==> config.mk <==
export PLATFORM = sky130hd
export DESIGN_NAME = tx_arbiter
export DESIGN_NICKNAME = d
export VERILOG_FILES = /design/src/rtl/tx_arbiter_pkg.sv /design/src/rtl/prio_enc.sv /design/src/rtl/tx_arbiter.sv
export SDC_FILE = /design/constraint.sdc
export NUM_CORES = 1
export LEC_CHECK = 0
export ABC_AREA = 0
export ABC_CLOCK_PERIOD_IN_PS = 3550
export BUFFER_PORTS_ARGS = -buffer_cell sky130_fd_sc_hd__buf_2
export CORE_ASPECT_RATIO = 0.7
export CORE_MARGIN = 2
export CORE_UTILIZATION = 25
export CTS_CLUSTER_DIAMETER = 40
export DETAILED_ROUTE_END_ITERATION = 10
export PLACE_DENSITY = 0.47
export SYNTH_ARGS = -nofsm -noshare
export SYNTH_HDL_FRONTEND = slang
export SYNTH_HIERARCHICAL = 1
export SYNTH_SLANG_ARGS = --single-unit
==> constraint.sdc <==
create_clock -name clk_i -period 3.55 [get_ports clk_i]
set_input_delay 0.1775 -clock clk_i [delete_from_list [all_inputs] [get_ports clk_i]]
set_output_delay 0.1775 -clock clk_i [all_outputs]
set_load 0.05 [all_outputs]
==> src/rtl/tx_arbiter_pkg.sv <==
// Shared types and constants for the transmit arbiter slice.
package tx_arbiter_pkg;

  // Arbiter FSM: wait for work, strobe the transmitter, then track its
  // ready line going low (word taken) and high again (word sent).
  typedef enum logic [1:0] {
    IDLE    = 2'd0,
    LAUNCH  = 2'd1,
    WAIT_LO = 2'd2,
    WAIT_HI = 2'd3
  } tx_arb_state_t;

  // Requester indices; lower index wins arbitration.
  localparam int REQ_SMPL   = 0;
  localparam int REQ_RDBACK = 1;
  localparam int REQ_META   = 2;

endpackage

==> src/rtl/prio_enc.sv <==
// Lowest-index-first one-hot picker with a valid flag.
module prio_enc #(
  parameter int N = 3
) (
  input  logic [N-1:0] req_i,
  output logic [N-1:0] onehot_o,
  output logic         valid_o
);

  // Walk from index 0 upward and keep only the first set bit.
  always_comb begin
    logic found;
    found    = 1'b0;
    onehot_o = '0;
    for (int i = 0; i < N; i++) begin
      if (req_i[i] && !found) begin
        onehot_o[i] = 1'b1;
        found       = 1'b1;
      end
    end
    valid_o = |req_i;
  end

endmodule

==> src/rtl/tx_arbiter.sv <==
// Shares one word transmitter between NREQ requesters. Each request word
// waits in its own slot; the lowest pending index is launched when the
// transmitter is ready and the link is not paused by XOFF.
module tx_arbiter
  import tx_arbiter_pkg::*;
#(
  parameter int NREQ  = 3,
  parameter int WIDTH = 32
) (
  input  logic                  clk_i,
  input  logic                  rst_i,
  input  logic [NREQ-1:0]       req_stb_i,
  input  logic [NREQ*WIDTH-1:0] req_dat_i,
  output logic [NREQ-1:0]       req_busy_o,
  output logic [NREQ-1:0]       done_o,
  output logic [NREQ-1:0]       gnt_o,
  input  logic                  xon_i,
  input  logic                  xoff_i,
  input  logic                  tx_rdy_i,
  output logic                  tx_stb_o,
  output logic [WIDTH-1:0]      tx_o,
  output logic                  ovr_o
);

  tx_arb_state_t    state_q, state_d;
  logic [NREQ-1:0]  pend_q, pend_d;
  logic [NREQ-1:0]  gnt_q, gnt_d;
  logic [WIDTH-1:0] dat_q [NREQ];
  logic [WIDTH-1:0] dat_d [NREQ];
  logic [WIDTH-1:0] tx_q, tx_d;
  logic             tx_stb_q, tx_stb_d;
  logic             paused_q, paused_d;
  logic             ovr_q, ovr_d;
  logic [NREQ-1:0]  done;
  logic [NREQ-1:0]  pick;
  logic             pick_vld;
  logic [WIDTH-1:0] pick_dat;

  prio_enc #(
    .N(NREQ)
  ) u_prio (
    .req_i   (pend_q),
    .onehot_o(pick),
    .valid_o (pick_vld)
  );

  // Completion is seen combinationally so a slot can be refilled in the
  // very cycle its previous word finishes.
  always_comb begin
    done = '0;
    if (state_q == WAIT_HI && tx_rdy_i) begin
      done = gnt_q;
    end
  end

  // Select the word of the requester the priority encoder picked.
  always_comb begin
    pick_dat = '0;
    for (int i = 0; i < NREQ; i++) begin
      if (pick[i]) begin
        pick_dat = dat_q[i];
      end
    end
  end

  // Slot capture: accept into an empty or just-finishing slot, else drop
  // the strobe and raise the sticky overrun flag.
  always_comb begin
    pend_d = pend_q & ~done;
    ovr_d  = ovr_q;
    for (int i = 0; i < NREQ; i++) begin
      dat_d[i] = dat_q[i];
      if (req_stb_i[i]) begin
        if (!pend_q[i] || done[i]) begin
          dat_d[i]  = req_dat_i[i*WIDTH +: WIDTH];
          pend_d[i] = 1'b1;
        end else begin
          ovr_d = 1'b1;
        end
      end
    end
  end

  // XOFF dominates XON so a simultaneous pair leaves the link paused.
  always_comb begin
    paused_d = paused_q;
    if (xoff_i) begin
      paused_d = 1'b1;
    end else if (xon_i) begin
      paused_d = 1'b0;
    end
  end

  // Launch/handshake FSM; grant and word stay locked until completion.
  always_comb begin
    state_d  = state_q;
    gnt_d    = gnt_q;
    tx_d     = tx_q;
    tx_stb_d = 1'b0;
    case (state_q)
      IDLE: begin
        if (pick_vld && !paused_q && tx_rdy_i) begin
          tx_d     = pick_dat;
          gnt_d    = pick;
          tx_stb_d = 1'b1;
          state_d  = LAUNCH;
        end
      end
      LAUNCH: begin
        state_d = WAIT_LO;
      end
      WAIT_LO: begin
        if (!tx_rdy_i) begin
          state_d = WAIT_HI;
        end
      end
      WAIT_HI: begin
        if (tx_rdy_i) begin
          gnt_d   = '0;
          state_d = IDLE;
        end
      end
      default: begin
        state_d = IDLE;
      end
    endcase
  end

  // State registers; reset drops any transfer in progress immediately.
  always_ff @(posedge clk_i or posedge rst_i) begin
    if (rst_i) begin
      state_q  <= IDLE;
      pend_q   <= '0;
      gnt_q    <= '0;
      tx_q     <= '0;
      tx_stb_q <= 1'b0;
      paused_q <= 1'b0;
      ovr_q    <= 1'b0;
      for (int i = 0; i < NREQ; i++) begin
        dat_q[i] <= '0;
      end
    end else begin
      state_q  <= state_d;
      pend_q   <= pend_d;
      gnt_q    <= gnt_d;
      tx_q     <= tx_d;
      tx_stb_q <= tx_stb_d;
      paused_q <= paused_d;
      ovr_q    <= ovr_d;
      for (int i = 0; i < NREQ; i++) begin
        dat_q[i] <= dat_d[i];
      end
    end
  end

  assign req_busy_o = pend_q;
  assign done_o     = done;
  assign gnt_o      = gnt_q;
  assign tx_stb_o   = tx_stb_q;
  assign tx_o       = tx_q;
  assign ovr_o      = ovr_q;

endmodule

==> results.sh, run 1 <==
export IMPL_status="complete, but fails checks"
export IMPL_violations="hold timing"
export IMPL_stdcell_count=1000
export IMPL_finalSetupViolations=0
export IMPL_numCtsBuffers=17
export IMPL_crit_slowest_cell="a21boi_4"
export IMPL_maxCapViolCount=0
export IMPL_fin_tns_setup_ns=0
export IMPL_antenna_left=0
export IMPL_r2r_end="dat_q[35]"
export IMPL_dieArea_um2=25700
export IMPL_cp_cell_sequence="ha_1 > nand3_2 > a21boi_4 > buf_4 > mux2_2"
export IMPL_die_x_um=191
export IMPL_dieHeight_um=135
export IMPL_drt_total_wl_mm=16.7
export IMPL_synth_area_leaders="dfrtp_1 57%, mux2_2 13%, mux2_4 7.4%"
export IMPL_num_rows=47
export IMPL_synthCells=444
export IMPL_synth_top_cell_by_area="dfrtp_1"
export IMPL_r2r_cells=5
export IMPL_wl_met1_mm=8.38
export IMPL_core_area_um2=23800
export IMPL_route_met3_wl_um=985
export IMPL_cts_tree="yes"
export IMPL_start_util=0.256
export IMPL_nets=776
export IMPL_io_pins=147
export IMPL_port_buffer_count=146
export IMPL_top_layer="met5"
export IMPL_area_delta_synth_final_pct=40.8
export IMPL_hold_worst_slack_ns=-0.0664
export IMPL_vias_per_cell=4.41
export IMPL_synth_seq_area_share=0.570
export IMPL_power_density_nw_per_um2=779
export IMPL_crit_type="reg2reg"
export IMPL_period_share=0.677
export IMPL_place_inst=886
export IMPL_synth_cell_types=31
export IMPL_fin_area_um2=8590
export IMPL_worst_r2r_setup_slack_ns=1.15
export IMPL_wl_met2_mm=7.17
export IMPL_drc=0
export IMPL_cts_root_buf="clkbuf_16"
export IMPL_avgRoutedWirePerCell_um=16.7
export IMPL_cts_buffer_depth=2
export IMPL_avgSynthCellArea_um2=13.7
export IMPL_relSlewSlack=0.383
export IMPL_fillCellCount=2367
export IMPL_ys_ff_latch=139
export IMPL_first_global_vias=4647
export IMPL_drive_gt1_frac=0.438
export IMPL_grt_pass1_wl_mm=26.6
export IMPL_dr_pass1_iters=4
export IMPL_clock_sink_count=139
export IMPL_grt_usage=0.137
export IMPL_clk_insertion_delay_late_ns=0.42
export IMPL_gr_total_overflow=0
export IMPL_cpPeakStageDelay_ns=0.53
export IMPL_clk_pin_slew_worst_paths_ns=0.06
export IMPL_min_period_ns=2.40
export IMPL_cp_end_kind="register"
export IMPL_max_clock_freq_mhz=416
export IMPL_synth_fp_nets=552
export IMPL_cts_resized=0
export IMPL_crit_fanout=19
export IMPL_place_area_um2=7150
export IMPL_worst_pin_slew_ns=0.923
export IMPL_drtIter0Drc=154
export IMPL_antenna_found_initial=2
export IMPL_fin_skew_ns=0.0107
export IMPL_worstSetupStartpoint="state_q[1]"
export IMPL_start_kind="register"
export IMPL_hold_buffers=77
export IMPL_holdCritPathClass="in2async"
export IMPL_crit_end="dat_q[35]"
export IMPL_r2r_start="state_q[1]"
export IMPL_htree_num_levels=4
export IMPL_p_leak_nw=3.97
export IMPL_ys_warn_count=6
export IMPL_post_cts_setup_buffers=0
export IMPL_syn_cell_area_um2=6100
export IMPL_rsz0062_at_grt="no"
export IMPL_ir_worst_vdd_v=0.000394
export IMPL_routed_via_count=4407
export IMPL_hold_violations=19
export IMPL_grt_max_degree=140
export IMPL_place_hpwl_mm=11.4
export IMPL_slew_viol_final=0
export IMPL_cp_data_required_time_ns=3.85
export IMPL_crit_arrival_ns=2.70
export IMPL_place_gp_congestion=0.757
export IMPL_synth_top_area_share=0.570
cell families after synthesis:
group	share of synthesized area
flip-flops	0.570
buffers and inverters	0.0379
adder cells (fa/ha/maj)	0.00820
multiplexers	0.203
AND/OR/NAND/NOR	0.0707
AO/OA/AOI/OAI	0.110
layout by cell type, fill, tap and decap left out, types with 3 or more instances in the layout:
cell,n
buf_2,146
buf_4,7
nand3_2,3
clkinv_2,3
dlygate4sd3_1,81
dfrtp_1,139
a21oi_1,4
a221oi_1,31
mux2_4,30
ha_1,4
and2b_1,3
clkinvlp_4,3
nor2b_1,31
nand2_1,32
clkbuf_16,17
a21boi_4,3
inv_1,9
nand3_1,3
bufinv_16,4
mux2_2,70
o21ai_0,3
o31ai_1,30
a21o_1,3
final cells by class:
class	instances	area (um^2)	share of cell area
Sequential cell	139	3480	0.405
Tap cell	318	398	0.0463
Antenna cell	1	2.50	0.000291
Inverter	10	41.3	0.00480
Timing Repair Buffer	236	1630	0.190
Clock buffer	21	460	0.0536
Clock inverter	11	168	0.0195
Multi-Input combinational cell	264	2410	0.281
critical path: cells and delay by family, from the launching register on:
kind | cells | cell delay (ns)
and+or+nand+nor | 1 | 0.20
DFF | 1 | 0.39
buffers and inverters | 1 | 0.43
muxes | 1 | 0.38
AOI/OAI and AO/OA | 1 | 0.53
adders and majority gates | 1 | 0.34
routing by layer:
layer / vias to the layer above / GRT usage
met4: 2 / 0.0383
met1: 2190 / 0.197
li1: 2068 / -
met5: - / 0
met2: 128 / 0.202
met3: 19 / 0.0395
flip-flops by register name (all words and copies together), names as in the netlist:
name	flops
dat_q	96
tx_stb_o	1
req_busy_o	3
paused_q	1
tx_o	32
gnt_o	3
ovr_o	1
state_q	2
stage by stage:
step	setup WS, ns	hold slack (ns)	util	total power, W
3_5_place_dp	1.12	0.361	0.300	0.00478
2_1_floorplan	1.54	0.270	-	0.00420
3_3_place_gp	1.19	0.362	0.300	0.00472
4_1_cts	1.10	0.000550	0.359	0.00678
6_report	1.15	-0.0664	0.361	0.00669
5_1_grt	0.978	0.00150	0.361	0.00709
cells in the mapped netlist:
cell type,n
o21ai_0,3
a21oi_1,4
nor3b_1,1
mux2_4,30
mux2_2,70
a31oi_1,1
nand3_1,3
a21boi_4,3
a21o_2,1
nand4b_1,1
buf_2,5
buf_4,1
buf_6,9
inv_1,10
ha_1,4
a221oi_1,31
a2111oi_0,1
and3b_1,1
nand2b_1,1
nand2_1,32
clkbuf_1,15
a22o_1,2
o31ai_1,30
buf_1,1
nor2b_1,33
and2b_1,3
nand3_2,3
or3_1,1
a21o_1,3
dfrtp_1,139
o21ba_2,2
how the worst min path moves through the flow:
stage                        startpoint        end  slack, ns  cells after the start
after floorplan                  xoff_i   paused_q       0.27                      1
after global placement           xoff_i   paused_q       0.36                      2
after detailed placement         xoff_i   paused_q       0.36                      2
after CTS                 req_dat_i[95]  dat_q[31]     0.0006                      2
after global routing      req_dat_i[95]  dat_q[31]      0.002                      2
final                             rst_i   gnt_o[2]      -0.07                      3
power by group:
group	internal, W	switching [W]	leakage (nW)
Sequential	0.00219	0.000353	1.70
Combinational	0.000993	0.00127	1.97
Clock	0.00121	0.000677	0.303
Total	0.00440	0.00230	3.97
Power figures use the tool's default switching activity.
==> run 2, diff against run 1 <==
--- a/config.mk
+++ b/config.mk
@@ -6,7 +6,7 @@
 export NUM_CORES = 1
 export LEC_CHECK = 0
 export ABC_AREA = 0
-export ABC_CLOCK_PERIOD_IN_PS = 3550
+export ABC_CLOCK_PERIOD_IN_PS = 2100
 export BUFFER_PORTS_ARGS = -buffer_cell sky130_fd_sc_hd__buf_2
 export CORE_ASPECT_RATIO = 0.7
 export CORE_MARGIN = 2
==> constraint.sdc (replaced) <==
create_clock -name clk_i -period 2.1 [get_ports clk_i]
set_input_delay 0.105 -clock clk_i [delete_from_list [all_inputs] [get_ports clk_i]]
set_output_delay 0.105 -clock clk_i [all_outputs]
set_load 0.05 [all_outputs]
==> results.sh, run 2 (same netlist as run 1, synthesis figures left out) <==
export IMPL_status="complete, no violations"
export IMPL_stdcell_count=1030
export IMPL_comb_power_share=0.335
export IMPL_max_clock_freq_mhz=535
export IMPL_switching_share=0.338
export IMPL_die_x_um=191
export IMPL_avgRoutedWirePerCell_um=16.6
export IMPL_crit_end="dat_q[36]"
export IMPL_crit_type="reg2reg"
export IMPL_cp_cell_sequence="ha_1 > nand3_2 > a21boi_4 > buf_12 > mux2_2"
export IMPL_start_util=0.256
export IMPL_multiInputGateArea_um2=2410
export IMPL_worstSetupStartpoint="state_q[1]"
export IMPL_area_delta_synth_final_pct=47.6
export IMPL_slew_viol_final=0
export IMPL_antenna_found_initial=0
export IMPL_cts_resized=0
export IMPL_cts_buffer_depth=2
export IMPL_layout_common_cells="146 x buf_2, 139 x dfrtp_1, 102 x dlygate4sd3_1, 70 x mux2_2, 32 x nand2_1"
export IMPL_htree_num_levels=4
export IMPL_p_seq_frac=0.366
export IMPL_worst_r2r_setup_slack_ns=0.23
export IMPL_gr_total_overflow=0
export IMPL_antenna_left=0
export IMPL_first_global_vias=4808
export IMPL_vias_per_cell=4.39
export IMPL_post_cts_setup_buffers=0
export IMPL_cts_root_buf="clkbuf_16"
export IMPL_fin_ws_ns=0.232
export IMPL_period_share=0.889
export IMPL_finalSetupViolations=0
export IMPL_hold_buffers=102
export IMPL_drt_total_wl_mm=17.1
export IMPL_place_gp_congestion=0.733
export IMPL_largest_register_ffs=96
export IMPL_num_rows=47
export IMPL_maxCapViolCount=0
export IMPL_netSwitchingPower_w=0.00395
export IMPL_drc=0
export IMPL_grt_pass1_wl_mm=27.0
export IMPL_total_power_w=0.0117
export IMPL_final_common_cell="buf_2"
export IMPL_numCtsBuffers=17
export IMPL_dr_pass1_iters=4
export IMPL_grt_max_degree=78
export IMPL_r2r_end="dat_q[36]"
export IMPL_hold_violations=0
export IMPL_clk_pin_slew_worst_paths_ns=0.06
export IMPL_clock_sink_count=139
export IMPL_clk_insertion_delay_late_ns=0.42
export IMPL_dieArea_um2=25700
export IMPL_cts_tree="yes"
export IMPL_holdCritPathClass="in2reg"
export IMPL_min_period_ns=1.87
export IMPL_place_ws_ns=0.221
export IMPL_routed_via_count=4519
export IMPL_p_leak_nw=4.16
export IMPL_core_area_um2=23800
export IMPL_cp_end_kind="register"
export IMPL_relSlewSlack=0.701
export IMPL_crit_slowest_cell="dfrtp_1"
export IMPL_drive_gt1_frac=0.435
export IMPL_port_buffer_count=146
export IMPL_cpPeakStageDelay_ns=0.39
export IMPL_fin_skew_ns=0.00889
export IMPL_dieHeight_um=135
export IMPL_drtIter0Drc=217
export IMPL_power_density_nw_per_um2=1300
export IMPL_io_pins=147
export IMPL_ir_worst_vdd_v=0.000563
export IMPL_top_register="dat_q"
export IMPL_rsz0062_at_grt="no"
export IMPL_start_kind="register"
export IMPL_r2r_start="state_q[1]"
export IMPL_cp_data_required_time_ns=2.40
export IMPL_fin_tns_setup_ns=0
export IMPL_r2r_cells=5
export IMPL_internal_power_w=0.00773
export IMPL_crit_cells=5
export IMPL_clkPwrFrac=0.298
export IMPL_crit_arrival_ns=2.17
export IMPL_diodes=0
export IMPL_cp_top_family="flip-flops"
export IMPL_fillCellCount=2280
export IMPL_worst_pin_slew_ns=0.448
export IMPL_place_hpwl_mm=11.2
export IMPL_crit_fanout=23
export IMPL_grt_usage=0.140
export IMPL_place_inst=896
export IMPL_nets=807
export IMPL_seqCellArea_um2=3480
export IMPL_worst_path_buf_inv=1
-- run 2: cell count changes in the layout (fill, tap and decap cells not counted), moves of 2 or more --
cell           before  now
buf_4               7   11
dlygate4sd3_1      81  102
inv_6               0    2
buf_12              2    8
bufinv_16           4    6
clkbuf_1            2    0
-- run 2: worst min path at each step --
stage	from	endpoint	slack (ns)	cells past startpoint
6_report	tx_rdy_i	req_busy_o[2]	0.14	3
5_1_grt	tx_rdy_i	req_busy_o[0]	0.15	3
4_1_cts	tx_rdy_i	req_busy_o[2]	0.12	3
3_5_place_dp	rst_i	tx_stb_o	0.26	3
3_3_place_gp	rst_i	tx_stb_o	0.25	3
2_1_floorplan	xoff_i	paused_q	0.20	1
-- run 2: tightest hold or removal path: cells and delay by family --
| family | cells | cell delay (ns) |
|---|---|---|
| AOI/OAI and AO/OA | 1 | 0.12 |
| buffers and inverters | 1 | 0.15 |
| and+or+nand+nor | 1 | 0.14 |
-- run 2: stage by stage --
stage / hold slack, ns / instance area [um^2] / utilization
2_1_floorplan: 0.197 / 6110 / -
3_3_place_gp: 0.252 / 7300 / 0.307
3_5_place_dp: 0.263 / 7300 / 0.307
4_1_cts: 0.123 / 9000 / 0.378
5_1_grt: 0.151 / 9000 / 0.378
6_report: 0.140 / 9000 / 0.378
-- run 2: routing by layer --
metal / GRT usage / share of wire / wire, um
met1: 0.189 / 0.48 / 8250
met2: 0.219 / 0.45 / 7760
met3: 0.0377 / 0.049 / 837
met4: 0.0457 / 0.013 / 230
met5: 0 / 0 / 0
-- run 2: power groups by stage --
stage	clock network [W]	registers [W]	logic [W]
after floorplan	0	0.00514	0.00196
after global placement	0	0.00429	0.00374
after detailed placement	0	0.00431	0.00382
after CTS	0.00356	0.00428	0.00397
after global routing	0.00368	0.00442	0.00422
final	0.00349	0.00428	0.00392
-- run 2: layout make-up --
| type | count | share of cell area |
|---|---|---|
| clock buffers | 18 | 0.0488 |
| clock inverters | 14 | 0.0268 |
| inverters | 10 | 0.00459 |
| multi-input cells | 264 | 0.268 |
| flip-flops and latches | 139 | 0.386 |
| well taps | 318 | 0.0442 |
| repair buffers | 267 | 0.221 |
